<file path="src/rtl/bip_pkg.sv">
// Shared encodings for the accumulator processor: widths, opcodes, source
// selects, FSM states and the decoded control bundle.
package bip_pkg;

  localparam int unsigned N_BUS     = 16;
  localparam int unsigned N_OPCODE  = 5;
  localparam int unsigned N_OPERAND = 11;
  localparam int unsigned N_ADDR    = 11;
  localparam int unsigned N_CNT     = 16;

  localparam logic [N_OPCODE-1:0] OP_HLT  = 5'b00000;
  localparam logic [N_OPCODE-1:0] OP_STO  = 5'b00001;
  localparam logic [N_OPCODE-1:0] OP_LD   = 5'b00010;
  localparam logic [N_OPCODE-1:0] OP_LDI  = 5'b00011;
  localparam logic [N_OPCODE-1:0] OP_ADD  = 5'b00100;
  localparam logic [N_OPCODE-1:0] OP_ADDI = 5'b00101;
  localparam logic [N_OPCODE-1:0] OP_SUB  = 5'b00110;
  localparam logic [N_OPCODE-1:0] OP_SUBI = 5'b00111;

  localparam logic [1:0] SEL_A_RAM = 2'b00;
  localparam logic [1:0] SEL_A_IMM = 2'b01;
  localparam logic [1:0] SEL_A_ALU = 2'b10;

  localparam logic [1:0] ST_IDLE = 2'b00;
  localparam logic [1:0] ST_RUN  = 2'b01;
  localparam logic [1:0] ST_HALT = 2'b10;

  typedef struct packed {
    logic [1:0] sel_a;
    logic       sel_b;
    logic       wr_acc;
    logic       op;
    logic       wr_ram;
    logic       rd_ram;
  } ctrl_t;

  localparam ctrl_t CTRL_NONE = '0;

endpackage

</file>
<file path="src/rtl/bip_if.sv">
// Instruction fetch and datapath control bus between bip_control (master)
// and the program memory / datapath (slave).
interface bip_if;
  import bip_pkg::*;

  logic                 i_start;
  logic [N_BUS-1:0]     i_instr;
  logic [N_ADDR-1:0]    o_pc_addr;
  logic [N_OPERAND-1:0] o_operand;
  logic [1:0]           o_sel_a;
  logic                 o_sel_b;
  logic                 o_wr_acc;
  logic                 o_op;
  logic                 o_wr_ram;
  logic                 o_rd_ram;
  logic                 o_halt;
  logic [N_CNT-1:0]     o_cycle_cnt;

  modport master (
    input  i_start, i_instr,
    output o_pc_addr, o_operand, o_sel_a, o_sel_b, o_wr_acc, o_op,
           o_wr_ram, o_rd_ram, o_halt, o_cycle_cnt
  );

  modport slave (
    output i_start, i_instr,
    input  o_pc_addr, o_operand, o_sel_a, o_sel_b, o_wr_acc, o_op,
           o_wr_ram, o_rd_ram, o_halt, o_cycle_cnt
  );

endinterface

</file>
<file path="src/rtl/bip_decoder.sv">
// Combinational opcode decoder: opcode in, datapath control bundle out.
module bip_decoder
  import bip_pkg::*;
(
  input  logic [N_OPCODE-1:0] opcode,
  output ctrl_t               ctrl_c,
  output logic                is_hlt_c
);

  always_comb begin
    ctrl_c   = CTRL_NONE;
    is_hlt_c = 1'b0;
    case (opcode)
      OP_HLT: is_hlt_c = 1'b1;
      OP_STO: ctrl_c.wr_ram = 1'b1;
      OP_LD: begin
        ctrl_c.rd_ram = 1'b1;
        ctrl_c.sel_a  = SEL_A_RAM;
        ctrl_c.wr_acc = 1'b1;
      end
      OP_LDI: begin
        ctrl_c.sel_a  = SEL_A_IMM;
        ctrl_c.wr_acc = 1'b1;
      end
      OP_ADD, OP_SUB: begin
        ctrl_c.rd_ram = 1'b1;
        ctrl_c.sel_b  = 1'b0;
        ctrl_c.sel_a  = SEL_A_ALU;
        ctrl_c.op     = (opcode == OP_SUB);
        ctrl_c.wr_acc = 1'b1;
      end
      OP_ADDI, OP_SUBI: begin
        ctrl_c.sel_b  = 1'b1;
        ctrl_c.sel_a  = SEL_A_ALU;
        ctrl_c.op     = (opcode == OP_SUBI);
        ctrl_c.wr_acc = 1'b1;
      end
      default: ;  // undefined opcodes execute as NOP
    endcase
  end

endmodule

</file>
<file path="src/rtl/bip_control.sv">
// Control unit of the accumulator processor: run/halt FSM, program counter,
// saturating run-cycle counter and state-gated instruction decode.
module bip_control
  import bip_pkg::*;
(
  input  logic  i_clock,
  input  logic  i_reset,
  bip_if.master bus
);

  logic [1:0]        state_q, state_d;
  logic [N_ADDR-1:0] pc_q, pc_d;
  logic [N_CNT-1:0]  cnt_q, cnt_d;
  ctrl_t             dec_ctrl, ctrl;
  logic              dec_hlt;

  bip_decoder u_decoder (
    .opcode   (bus.i_instr[N_BUS-1 -: N_OPCODE]),
    .ctrl_c   (dec_ctrl),
    .is_hlt_c (dec_hlt)
  );

  always_ff @(posedge i_clock or posedge i_reset) begin
    if (i_reset) begin
      state_q <= ST_IDLE;
      pc_q    <= '0;
      cnt_q   <= '0;
    end else begin
      state_q <= state_d;
      pc_q    <= pc_d;
      cnt_q   <= cnt_d;
    end
  end

  // Next state, PC and counter; decode is only exposed while running.
  always_comb begin
    state_d = state_q;
    pc_d    = pc_q;
    cnt_d   = cnt_q;
    ctrl    = CTRL_NONE;
    case (state_q)
      ST_IDLE, ST_HALT: begin
        if (bus.i_start) begin
          state_d = ST_RUN;
          pc_d    = '0;
          cnt_d   = '0;
        end
      end
      ST_RUN: begin
        ctrl = dec_ctrl;
        if (cnt_q != {N_CNT{1'b1}}) cnt_d = cnt_q + N_CNT'(1);
        // HLT parks the PC on its own address; everything else advances and wraps
        if (dec_hlt) state_d = ST_HALT;
        else         pc_d    = pc_q + N_ADDR'(1);
      end
      default: state_d = ST_IDLE;
    endcase
  end

  assign bus.o_pc_addr   = pc_q;
  assign bus.o_operand   = bus.i_instr[N_OPERAND-1:0];
  assign bus.o_sel_a     = ctrl.sel_a;
  assign bus.o_sel_b     = ctrl.sel_b;
  assign bus.o_wr_acc    = ctrl.wr_acc;
  assign bus.o_op        = ctrl.op;
  assign bus.o_wr_ram    = ctrl.wr_ram;
  assign bus.o_rd_ram    = ctrl.rd_ram;
  assign bus.o_halt      = (state_q == ST_HALT);
  assign bus.o_cycle_cnt = cnt_q;

endmodule
</file>
<file path="src/flat_wrapper.sv">
// flat-port wrapper written by rule: the top's interface ports become plain ports
module bip_control_flat import bip_pkg::*;
  (i_clock, i_reset, bus_i_start, bus_i_instr, bus_o_pc_addr, bus_o_operand, bus_o_sel_a, bus_o_sel_b, bus_o_wr_acc, bus_o_op, bus_o_wr_ram, bus_o_rd_ram, bus_o_halt, bus_o_cycle_cnt);
  bip_if bus_i ();
  input  logic i_clock;
  input  logic i_reset;
  input wire logic [$bits(bus_i.i_start)-1:0] bus_i_start;
  input wire logic [$bits(bus_i.i_instr)-1:0] bus_i_instr;
  output wire logic [$bits(bus_i.o_pc_addr)-1:0] bus_o_pc_addr;
  output wire logic [$bits(bus_i.o_operand)-1:0] bus_o_operand;
  output wire logic [$bits(bus_i.o_sel_a)-1:0] bus_o_sel_a;
  output wire logic [$bits(bus_i.o_sel_b)-1:0] bus_o_sel_b;
  output wire logic [$bits(bus_i.o_wr_acc)-1:0] bus_o_wr_acc;
  output wire logic [$bits(bus_i.o_op)-1:0] bus_o_op;
  output wire logic [$bits(bus_i.o_wr_ram)-1:0] bus_o_wr_ram;
  output wire logic [$bits(bus_i.o_rd_ram)-1:0] bus_o_rd_ram;
  output wire logic [$bits(bus_i.o_halt)-1:0] bus_o_halt;
  output wire logic [$bits(bus_i.o_cycle_cnt)-1:0] bus_o_cycle_cnt;
  assign bus_i.i_start = bus_i_start;
  assign bus_i.i_instr = bus_i_instr;
  assign bus_o_pc_addr = bus_i.o_pc_addr;
  assign bus_o_operand = bus_i.o_operand;
  assign bus_o_sel_a = bus_i.o_sel_a;
  assign bus_o_sel_b = bus_i.o_sel_b;
  assign bus_o_wr_acc = bus_i.o_wr_acc;
  assign bus_o_op = bus_i.o_op;
  assign bus_o_wr_ram = bus_i.o_wr_ram;
  assign bus_o_rd_ram = bus_i.o_rd_ram;
  assign bus_o_halt = bus_i.o_halt;
  assign bus_o_cycle_cnt = bus_i.o_cycle_cnt;
  bip_control u_core (.i_clock(i_clock), .i_reset(i_reset), .bus(bus_i));
endmodule
</file>
<file path="config.mk">
export PLATFORM = sky130hd
export DESIGN_NAME = bip_control_flat
export DESIGN_NICKNAME = d
export VERILOG_FILES = /design/src/rtl/bip_pkg.sv /design/src/rtl/bip_if.sv /design/src/rtl/bip_decoder.sv /design/src/rtl/bip_control.sv /design/src/flat_wrapper.sv
export SDC_FILE = /design/constraint.sdc
export NUM_CORES = 1
export LEC_CHECK = 0
export BUFFER_PORTS_ARGS = -buffer_cell sky130_fd_sc_hd__clkbuf_2
export CAP_MARGIN = 40
export CORE_ASPECT_RATIO = 1.2
export CORE_UTILIZATION = 45
export CTS_CLUSTER_SIZE = 40
export DETAILED_ROUTE_END_ITERATION = 10
export PLACE_DENSITY_LB_ADDON = 0.08
export SLEW_MARGIN = 20
export SYNTH_ARGS = -nofsm -noshare
export SYNTH_HDL_FRONTEND = slang
export SYNTH_SLANG_ARGS = --single-unit
</file>
<file path="constraint.sdc">
create_clock -name i_clock -period 1.4 [get_ports i_clock]
set_input_delay 0.14 -clock i_clock [delete_from_list [all_inputs] [get_ports i_clock]]
set_output_delay 0.14 -clock i_clock [all_outputs]
set_load 0.02 [all_outputs]
</file>
* Word level (Yosys, flattened, before mapping) *
Cells that the tools add are included.

word-level totals
  bits in registers = 29
  word-level logic and storage cells = 48

cells by class
  $add $sub $neg = 2
  equal/unequal tests = 14
  mux-type cells = 17
  reduce and logical (&&, ||, !) cells = 12

operator list
  operator               number
  $mux 16                2
  $pmux 16 s2            1
  $mux 11                2
  $pmux 11 s2            1
  $eq 5x3->1 const B     4
  $add 16x1->16 const B  1
  $ne 16x16->1 const B   1
  $add 11x1->11 const B  1
  $eq 5x2->1 const B     2
  $pmux 2 s2             2
  $mux 7                 1
  $reduce_and 3->1       2
  $reduce_or 2->1        3
  $reduce_or 6->1        1
  $eq 5x1->1 const B     1
  $logic_not 5->1        1
  $mux 1                 5
  $mux 2                 2
  $ne 2x1->1 const B     2
  $ne 2x2->1 const B     2
  $reduce_or 4->1        1
  $reduce_or 3->1        1
  $eq 2x1->1 const B     1
  $eq 2x2->1 const B     1
  other kinds (4)        4

* Depth between registers and ports, before layout *
Gate-level depths: netlist of run 1.

  depth in word-level cells = 4
  depth in mapped cells = 7
  gate-level depth less buffers = 5

* By module *
Synthesis of run 1 repeated with hierarchy kept, for this count alone.

unflattened totals
  cells, all modules = 189
  area, all modules = 1796.7 µm²

by module, submodules not included
  module       instances  cells each  area each (µm²)  seq. area each (µm²)
  bip_control  1          177         1712.9           725.7
  bip_decoder  1          12          83.8             0.0

* Worst setup path after synthesis of run 1 *
Ideal clock, no wire load.

  kind = register to register
  from = register u_core.cnt_q[0], in the netlist u_core.bus.o_cycle_cnt[0]
  to = register u_core.cnt_q[0], in the netlist u_core.bus.o_cycle_cnt[0]
  setup time = 0.125 ns
  arrival time = 1.606 ns
  slack = -0.331 ns
  stages on the path, launching flop included = 7
  path buffers = 1
  path through = dfrtp_1 ha_1 and4_1 buf_6 nand4_4 o21a_1 mux2_2

between the ends
  cells in the longest elaborated chain, start to end = 3

RTL lines
  what                                                    RTL line           source
  start: declaration                                      bip_control.sv:13  logic [N_CNT-1:0] cnt_q, cnt_d;
  start signal: assignment                                bip_control.sv:31  cnt_q <= cnt_d;
  $add 16x1->16 / $ne 16x16->1 (equally long branches)    bip_control.sv:51  if (cnt_q != {N_CNT{1'b1}}) cnt_d = cnt_q + N_CNT'(1);
  $mux 16 / $ne 2x1->1 (equally long branches)            -
  $pmux 16 s2 / $reduce_and 3->1 (equally long branches)  -

Several ways; a longest one is shown, not always the timed one. The select of a mux whose other input is x is not followed.
A chain may end at the register's enable or synchronous reset.

* Worst setup path in the final report of run 1 *
  from = register u_core.state_q[1]
  to = output bus_o_wr_ram

between the ends
  cells in the longest elaborated chain, start to end = 2

RTL lines
  what                      RTL line            source
  start: declaration        bip_control.sv:11   logic [1:0] state_q, state_d;
  start signal: assignment  bip_control.sv:29   state_q <= state_d;
  $eq 2x1->1                bip_control.sv:41   case (state_q)
  $mux 7                    bip_control.sv:41
  end: declaration          flat_wrapper.sv:15  output wire logic [$bits(bus_i.o_wr_ram)-1:0] bus_o_wr_ram;

No other way between the ends.

==> metrics.yaml, run 1 <==
outcome:
  status: "complete, but fails checks"
  violations: "setup timing"
logic_synthesis:
  netlist.area_leader.share_pct: 40.6
  synth_ff_type: "dfrtp_1"
  synth-simple-area-share_pct: 25.5
  yosysTopAreaCell: "dfrtp_1"
  yosysSeqAreaShare_pct: 40.6
  synth_edf_count: 0
  synthTopCellsByArea: "dfrtp_1, buf_4, nand2_1"
  synthMuxAreaShare_pct: 3.43
  synth-xor-area-share_pct: 1.47
  synth_compound_area_share_pct: 18.5
  syn-cell-area_um2: 1790
  synth.distinct_cells: 48
  yosysWarnings: 0
  async_reset_ff_share_pct: 100
  synthAdderAreaFrac_pct: 1.40
  ys_seq_elements: 29
  syn_nets: 205
  syn_area_per_cell_um2: 9.71
  ys_top_cells_by_count: "dfrtp_1, nand2_1, buf_4, nand3_1"
  synthCells: 184
  synth_most_common_cell: "dfrtp_1"
  synth_top_family_by_area: "simple AND/OR/NAND/NOR gates"
sta:
  skew_ns: 0.00368
  hold_ws_ns: 0.112
  worst_pin_slew_ns: 0.441
  fmax_mhz: 600
  finalMaxSlewViolations: 0
  period_needed_ns: 1.67
  slew-limit-headroom_pct: 70.4
  fin_setup_tns_ns: -5.03
  rsz0062_at_grt: "true"
  setup_violations: 34
  hold_viol_final: 0
  fin_crit_sh_pct: 119
  layout_setup_ws_ns: -0.268
pwr:
  power.leakage_uw: 0.00144
  p_total_uw: 5090
  powerDensity_nw_per_um2: 1700
  vdd_drop_max_v: 0.00115
worst_setup_path:
  required_ns: 1.26
  cp_max_fo: 2
  reg2reg_to: "u_core.bus.o_pc_addr[8]"
  crit_buf_inv: 4
  crit_chain: "nand2b_4 > buf_6 > buf_4 > buf_4 > nor4_4 > clkbuf_8"
  cpMostUsedCell: "buf_4"
  endpoint: "bus_o_wr_ram"
  cp-end-kind: "primary output"
  cp.depth: 6
  cp.arrival_ns: 1.53
  r2r_start: "u_core.state_q[1]"
  critPathLaunch: "u_core.state_q[1]"
  slowest_delay_ns: 0.38
  r2r.worst_path.cells: 7
  crit_family: "buffers and inverters"
  start_kind: "flop"
  critPathKind: "flop to primary output"
  crit_slowest_cell: "dfrtp_1"
  rrSetupSlack_ns: -0.23
run:
  maxCapViolations: 0
die:
  die_w_um: 59.5
  die_h_um: 71.0
  start_util_pct: 48.0
  fp.coreArea_um2: 3720
  dieArea_um2: 4230
  rows: 24
  io_pins: 65
detailed_routing:
  drt_first_pass_iters: 4
  drtIter0Drc: 94
  post_drt_wl_per_cell_um: 17.6
  route.detailed.drc: 0
  drtAntennaViolNets: 0
  vias: 1894
  totalWireLength_um: 5910
  viasPerCell: 5.64
placement:
  hpwl_um: 3690
  portBuffers: 42
  post-place-ws_ns: -0.201
  place_congestion: 0.808
  dpl_cell_area_um2: 2360
hold_path:
  holdPathStages: 2
  hold_class: "input pin to flop"
clock_network:
  cts_made_buffers: 5
  cts_max_level: 2
  clock_sinks: 29
  root_buffer: "clkbuf_8"
  clk_pin_slew_ns: 0.06
  clock_latency_ns: 0.29
  clockBufferDepth: 2
  cts_tree: "built"
grt:
  grt_pass1_vias: 1855
  grt_max_degree: 30
  grt_pass1_wl_um: 8830
  gr-total-overflow: 0
  antenna_found_initial: 0
  grtUsageTotal_pct: 27.7
layout:
  synthToLayoutAreaGrowth_pct: 67.2
  diodes: 0
  n_fill_cell: 237
  drive_gt1_share_pct: 62.3
  finalInstanceArea_um2: 2990
  nNetsFinal: 304
## area by class of cell
type / count / area [um2] / share of cell area, %
Clock buffer: 7 / 86.3 / 2.89
Clock inverter: 1 / 30.0 / 1.01
Inverter: 4 / 15.0 / 0.503
Multi-Input combinational cell: 130 / 1150 / 38.4
Sequential cell: 29 / 743 / 24.9
Tap cell: 52 / 65.1 / 2.18
Timing Repair Buffer: 113 / 902 / 30.2
## worst register-to-register path, delay by kind of cell (launching register included)
| kind | cells | cell delay (ns) |
|---|---|---|
| flops | 1 | 0.38 |
| compound gates | 1 | 0.36 |
| buf+inv | 3 | 0.35 |
| simple gates | 2 | 0.30 |
| mux | 1 | 0.13 |
## registers in the layout, summed over array words and instances (netlist names)
signal and cells:
u_core.state_q 2, u_core.bus.o_pc_addr 11, u_core.bus.o_cycle_cnt 16
## metrics by stage
stage	util [%]	std cells
floorplan	-	184
global placement	63.3	308
detailed placement	63.3	308
CTS	76.5	331
global route	80.2	336
finish	80.2	336
## logic make-up after synthesis
| kind of cell | count (synthesis) |
|---|---|
| flip-flops | 29 |
| multiplexers | 6 |
| AND/OR/NAND/NOR | 77 |
| adder cells (fa/ha/maj) | 2 |
| XOR/XNOR | 3 |
| buffers and inverters | 25 |
| AO/OA/AOI/OAI | 42 |
## cell usage in the layout, fill, tap and decap left out, types with 5 or more instances in the layout
master,instances
dfrtp_2,14
buf_6,18
a21oi_1,5
clkbuf_8,9
nand2_1,18
clkbuf_2,34
buf_4,51
buf_8,5
dfrtp_1,15
nand3_1,10
mux2i_1,5
nor2_1,6
## how the worst min path moves through the flow
stage / to / slack (ns) / from
floorplan: u_core.bus.o_cycle_cnt[10] / 0.22 / i_reset
global placement: u_core.bus.o_pc_addr[10] / 0.21 / i_reset
detailed placement: u_core.bus.o_pc_addr[10] / 0.22 / i_reset
CTS: u_core.state_q[1] / 0.09 / bus_i_start
global route: u_core.state_q[1] / 0.12 / bus_i_start
finish: u_core.state_q[1] / 0.11 / bus_i_start
## metal layers
metal	global-route usage [%]	up-vias	share of wire [%]
met2	49.7	69	54
met3	6.58	15	4.6
li1	-	874	-
met5	0	-	0
met4	8.79	0	2.8
met1	31.6	936	39
## where the power goes
| part | switching, uW | leakage [uW] | internal [uW] | total, uW |
|---|---|---|---|---|
| Clock | 330 | 0.0000585 | 579 | 910 |
| Combinational | 1450 | 0.00101 | 1520 | 2970 |
| Sequential | 156 | 0.000368 | 1050 | 1210 |
| Total | 1940 | 0.00144 | 3150 | 5090 |
## timing repair
| item | CTS | global route |
|---|---|---|
| endpoints found under the hold margin | 29 | 0 |
| endpoints found under the setup margin | 31 | 34 |
| gates resized for setup | 58 | 30 |
| buffers inserted | 14 | 6 |
| pin swaps | 26 | 20 |
| hold buffers | 1 | 0 |
(Power assumes the default switching activity.)
==> run 2, diff against run 1 <==
--- a/config.mk
+++ b/config.mk
@@ -8,10 +8,11 @@
 export BUFFER_PORTS_ARGS = -buffer_cell sky130_fd_sc_hd__clkbuf_2
 export CAP_MARGIN = 40
 export CORE_ASPECT_RATIO = 1.2
+export CORE_MARGIN = 8
 export CORE_UTILIZATION = 45
 export CTS_CLUSTER_SIZE = 40
 export DETAILED_ROUTE_END_ITERATION = 10
-export PLACE_DENSITY_LB_ADDON = 0.08
+export PLACE_DENSITY = 0.77
 export SLEW_MARGIN = 20
 export SYNTH_ARGS = -nofsm -noshare
 export SYNTH_HDL_FRONTEND = slang
==> constraint.sdc (replaced) <==
create_clock -name i_clock -period 1.4 [get_ports i_clock]
set_input_delay 0.07 -clock i_clock [delete_from_list [all_inputs] [get_ports i_clock]]
set_output_delay 0.07 -clock i_clock [all_outputs]
set_load 0.02 [all_outputs]
==> metrics.yaml, run 2 (synthesis results as in run 1) <==
run:
  maxCapViolations: 0  # unchanged
worst_setup_path:
  start_kind: "flop"
  crit_family: "simple AND/OR/NAND/NOR gates"
  cp_max_fo: 5  # +3
  cp.arrival_ns: 1.55  # +0.02 ns
  cp-end-kind: "primary output"
  r2r_start: "u_core.state_q[1]"
  required_ns: 1.33  # +0.07 ns
  crit_slowest_cell: "dfrtp_1"
  critPathKind: "flop to primary output"
  crit_chain: "nand2b_4 > buf_6 > nor3_4 > o21a_2 > and2_4 > buf_8"
  slowest_delay_ns: 0.38  # about the same
  critPathLaunch: "u_core.state_q[1]"
  crit_buf_inv: 2  # -2
layout:
  synthToLayoutAreaGrowth_pct: 52.7
  fin_cells: 323  # -3.9%
  fin_util_pct: 70.4  # -9.9 points
  n_fill_cell: 300  # +27%
  drive_gt1_share_pct: 59.1  # -3.2 points
  mostFrequentLayoutCell: "buf_4"
  largest_reg_flops: 16  # unchanged
  diodes: 0  # unchanged
  final_cell_mix: "buf_4, clkbuf_2, nand2_1, dfrtp_1, dfrtp_2"
  nNetsFinal: 289  # -4.9%
placement:
  post-place-ws_ns: -0.160  # +0.0411 ns
  place_congestion: 0.861  # +6.7%
  portBuffers: 42  # unchanged
  place_inst: 305  # -0.97%
  hpwl_um: 3610  # -2.4%
sta:
  fmax_mhz: 616  # +2.7%
  finalMaxSlewViolations: 0  # unchanged
  rsz0062_at_grt: "true"
  slew-limit-headroom_pct: 74.4  # +4.0 points
  worst_pin_slew_ns: 0.381  # -0.0595 ns
  hold_viol_final: 0  # unchanged
  fin_crit_sh_pct: 116  # -3.1 points
  period_needed_ns: 1.62  # -0.0440 ns
  layout_setup_ws_ns: -0.224  # +0.0440 ns
  skew_ns: 0.00952  # +0.00585 ns
  setup_violations: 27  # -21%
hold_path:
  hold_class: "input pin to flop"
  hp-start: "bus_i_start"
pwr:
  power.leakage_uw: 0.00136  # -5.9%
  powerDensity_nw_per_um2: 1670  # -1.8%
  p_total_uw: 4560  # -10%
  vdd_drop_max_v: 0.00120  # +4.0%
grt:
  grt_max_degree: 30  # unchanged
  gr-total-overflow: 0  # unchanged
  antenna_found_initial: 0  # unchanged
  grt_pass1_vias: 1810  # -2.4%
  grtUsageTotal_pct: 16.7  # -11 points
  grt_pass1_wl_um: 8260  # -6.4%
clock_network:
  clock_sinks: 29  # unchanged
  clockBufferDepth: 2  # unchanged
  cts_tree: "built"
  cts_max_level: 2  # unchanged
  cts_made_buffers: 5  # unchanged
  clk_pin_slew_ns: 0.06  # about the same
  clock_latency_ns: 0.29  # about the same
  root_buffer: "clkbuf_8"
detailed_routing:
  drtIter0Drc: 120  # +28%
  post_drt_wl_per_cell_um: 16.9  # -3.9%
  drt_first_pass_iters: 5  # +1
  totalWireLength_um: 5460  # -7.6%
  vias: 1846  # -2.5%
  drtAntennaViolNets: 0  # unchanged
  route.detailed.drc: 0  # unchanged
  viasPerCell: 5.72  # +1.4%
die:
  start_util_pct: 46.1  # -1.9 points
  die_h_um: 85.0  # +20%
  fp.coreArea_um2: 3880  # +4.2%
  rows: 25  # +4.2%
  die_w_um: 73.5  # +24%
  dieArea_um2: 6250  # +48%
  io_pins: 65  # unchanged
outcome:
  status: "complete, but fails checks"
  violations: "setup timing"
[run 2: layout make-up]
type                       instances  area [um2]  share of cell area, %
multi-input combinational        130        1090                   39.9
timing repair buffer              98         714                   26.2
tap                               54        67.6                   2.48
clock inverter                     1        5.00                  0.183
clock buffer                       7        96.3                   3.53
sequential                        29         742                   27.2
inverter                           4        15.0                  0.550
[run 2: metal layers]
layer | global-route usage, % | vias to the layer above | share of wire (%)
li1 | - | 848 | -
met1 | 17.4 | 911 | 38
met2 | 29.5 | 74 | 52
met3 | 4.72 | 13 | 7.2
met4 | 8.20 | 0 | 2.7
met5 | 0 | - | 0
[run 2: worst reg2reg max path, cell delays in order, from the launching register on]
cell and delay (ns):
dfrtp_1 0.38, buf_4 0.14, and2b_4 0.32, nand4_4 0.13, o21a_1 0.22, mux2_2 0.25
[run 2: what timing repair did]
action                                  4_1_cts  5_1_grt
pin swaps                                    16       11
endpoints found under the setup margin       30       34
buffers inserted                              6        4
hold endpoints to repair                     29        0
hold buffers                                  1        0
resized for setup                            39       21
[run 2: metrics by stage]
step	hold WS, ns	TNS [ns]	instance area [um2]
6_report	0.0819	-2.45	2730
3_5_place_dp	0.140	-2.31	2310
3_3_place_gp	0.140	-1.49	2310
5_1_grt	0.0905	-3.93	2730
2_1_floorplan	0.147	-1.89	1840
4_1_cts	0.0254	-2.18	2610
[run 2: power breakdown]
group / total (uW) / internal [uW] / switching (uW) / leakage (uW)
clock: 780 / 444 / 336 / 0.0000542
combinational: 2570 / 1260 / 1310 / 0.000933
sequential: 1210 / 1050 / 162 / 0.000369
total: 4560 / 2750 / 1810 / 0.00136
[run 2: worst paths after layout]
| check | slack [ns] | cells after the start | to |
|---|---|---|---|
| max | -0.22 | 6 | bus_o_rd_ram |
| min | 0.08 | 2 | u_core.state_q[1] |
| max reg2reg | -0.16 | 5 | u_core.bus.o_cycle_cnt[0] |
| min reg2reg | 0.49 | 1 | u_core.bus.o_pc_addr[8] |
| max in group asynchronous | 0.70 | 4 | u_core.bus.o_cycle_cnt[8] |
| min in group asynchronous | 0.38 | 4 | u_core.bus.o_pc_addr[5] |
==> run 3, diff against run 2 <==
--- a/config.mk
+++ b/config.mk
@@ -7,7 +7,7 @@
 export LEC_CHECK = 0
 export BUFFER_PORTS_ARGS = -buffer_cell sky130_fd_sc_hd__clkbuf_2
 export CAP_MARGIN = 40
-export CORE_ASPECT_RATIO = 1.2
+export CORE_ASPECT_RATIO = 2
 export CORE_MARGIN = 8
 export CORE_UTILIZATION = 45
 export CTS_CLUSTER_SIZE = 40
==> metrics.yaml, run 3 (synthesis results as in run 1) <==
outcome:
  status: "complete, but fails checks"
  violations: "setup timing"
sta:
  slew-limit-headroom_pct: 73.9  # -0.45 points
  period_needed_ns: 1.58  # -0.0470 ns
  finalMaxSlewViolations: 0  # unchanged
  hold_viol_final: 0  # unchanged
  fmax_mhz: 634  # +3.0%
  hold_ws_ns: 0.00494  # -0.0769 ns
  skew_ns: 0.00564  # -0.00389 ns
  setup_violations: 30  # +11%
  layout_setup_ws_ns: -0.177  # +0.0470 ns
  worst_pin_slew_ns: 0.391  # +0.00962 ns
  fin_setup_tns_ns: -2.71  # -0.263 ns
  fin_crit_sh_pct: 113  # -3.4 points
  rsz0062_at_grt: "true"
run:
  maxCapViolations: 0  # unchanged
clock_network:
  cts_made_buffers: 5  # unchanged
  clockBufferDepth: 2  # unchanged
  root_buffer: "clkbuf_8"
  clock_latency_ns: 0.29  # about the same
  cts_tree: "built"
  clock_sinks: 29  # unchanged
  cts_max_level: 2  # unchanged
  clk_pin_slew_ns: 0.07  # about the same
die:
  rows: 32  # +28%
  dieArea_um2: 6360  # +1.8%
  die_w_um: 60.6  # -18%
  io_pins: 65  # unchanged
  fp.coreArea_um2: 3840  # -0.90%
  start_util_pct: 46.5  # +0.42 points
  die_h_um: 105  # +24%
layout:
  drive_gt1_share_pct: 61.2  # +2.1 points
  n_fill_cell: 271  # -9.7%
  nNetsFinal: 296  # +2.4%
  mostFrequentLayoutCell: "buf_4"
  largest_reg_flops: 16  # unchanged
  finalInstanceArea_um2: 2800  # +2.6%
  diodes: 0  # unchanged
  synthToLayoutAreaGrowth_pct: 56.7
  final_cell_mix: "buf_4, clkbuf_2, nand2_1, dfrtp_1, dfrtp_2"
grt:
  grt_pass1_wl_um: 9380  # +14%
  gr-total-overflow: 0  # unchanged
  grt_pass1_vias: 1965  # +8.6%
  grtUsageTotal_pct: 19.2  # +2.5 points
  grt_max_degree: 30  # unchanged
  antenna_found_initial: 0  # unchanged
hold_path:
  hp-start: "bus_i_start"
  hold_class: "input pin to flop"
placement:
  dpl_cell_area_um2: 2340  # +1.1%
  portBuffers: 42  # unchanged
  post-place-ws_ns: -0.230  # -0.0703 ns
  place_congestion: 0.815  # -5.4%
  hpwl_um: 3980  # +10%
detailed_routing:
  drtAntennaViolNets: 0  # unchanged
  drt_first_pass_iters: 4  # -1
  viasPerCell: 5.65  # -1.2%
  vias: 1846  # unchanged
  drtIter0Drc: 119  # -0.83%
  route.detailed.drc: 0  # unchanged
  totalWireLength_um: 6040  # +11%
  post_drt_wl_per_cell_um: 18.5  # +9.3%
pwr:
  vdd_drop_max_v: 0.00110  # -8.1%
  powerDensity_nw_per_um2: 1640  # -1.8%
  power.leakage_uw: 0.00139  # +2.1%
worst_setup_path:
  critPathLaunch: "u_core.state_q[1]"
  start_kind: "flop"
  cp_max_fo: 5  # unchanged
  critPathKind: "flop to primary output"
  required_ns: 1.33  # about the same
  cp.arrival_ns: 1.51  # -0.04 ns
  r2r_start: "u_core.state_q[1]"
  cp-end-kind: "primary output"
## run 3: layout make-up
cell class,instances,area [um2],area share (%)
sequential,29,743,26.6
multi-input combinational,130,1110,39.6
timing repair buffer,105,782,27.9
clock inverter,3,17.5,0.626
inverter,4,15.0,0.536
tap,51,63.8,2.28
clock buffer,5,68.8,2.46
## run 3: repair_timing
item                       in CTS  in global routing
buffers inserted                7                  5
gates resized for setup        43                 26
pin swaps                      21                 18
gates cloned                    0                  0
hold buffers                    1                  0
hold endpoints to repair       29                  0
setup endpoints to repair      30                 32
## run 3: final timing paths
check,endpoint,slack [ns],depth (start not counted)
hold reg to reg,u_core.bus.o_pc_addr[10],0.48,1
hold / removal,u_core.state_q[1],0.005,2
min in group asynchronous,u_core.bus.o_cycle_cnt[9],0.39,4
max in group asynchronous,u_core.bus.o_cycle_cnt[7],0.70,4
setup / recovery,bus_o_rd_ram,-0.18,5
setup reg to reg,u_core.bus.o_cycle_cnt[0],-0.17,5
## run 3: layer usage
layer  vias up  wire length [um]  global-route usage, %
li1        862                 -                      -
met1       901              2160                   17.7
met4         0               231                   9.75
met3        23               245                   3.19
met2        60              3400                   36.8
met5         -                 0                      0
## run 3: where the power goes
group / internal, uW / switching, uW
sequential: 1050 / 184
clock: 343 / 361
combinational: 1290 / 1370
## run 3: worst max-delay path: stages (launching register included)
cell and delay, ns:
dfrtp_1 0.38, nand2b_4 0.16, nor3_4 0.21, o21a_2 0.21, and2_4 0.15, buf_8 0.11
## run 3: metrics by stage
step | total power [uW] | cells | util (%)
finish | 4600 | 327 | 72.8
global route | 4850 | 327 | 72.8
CTS | 4250 | 322 | 69.5
detailed placement | 3240 | 306 | 60.8
global placement | 3180 | 306 | 60.8
floorplan | 2340 | 184 | -
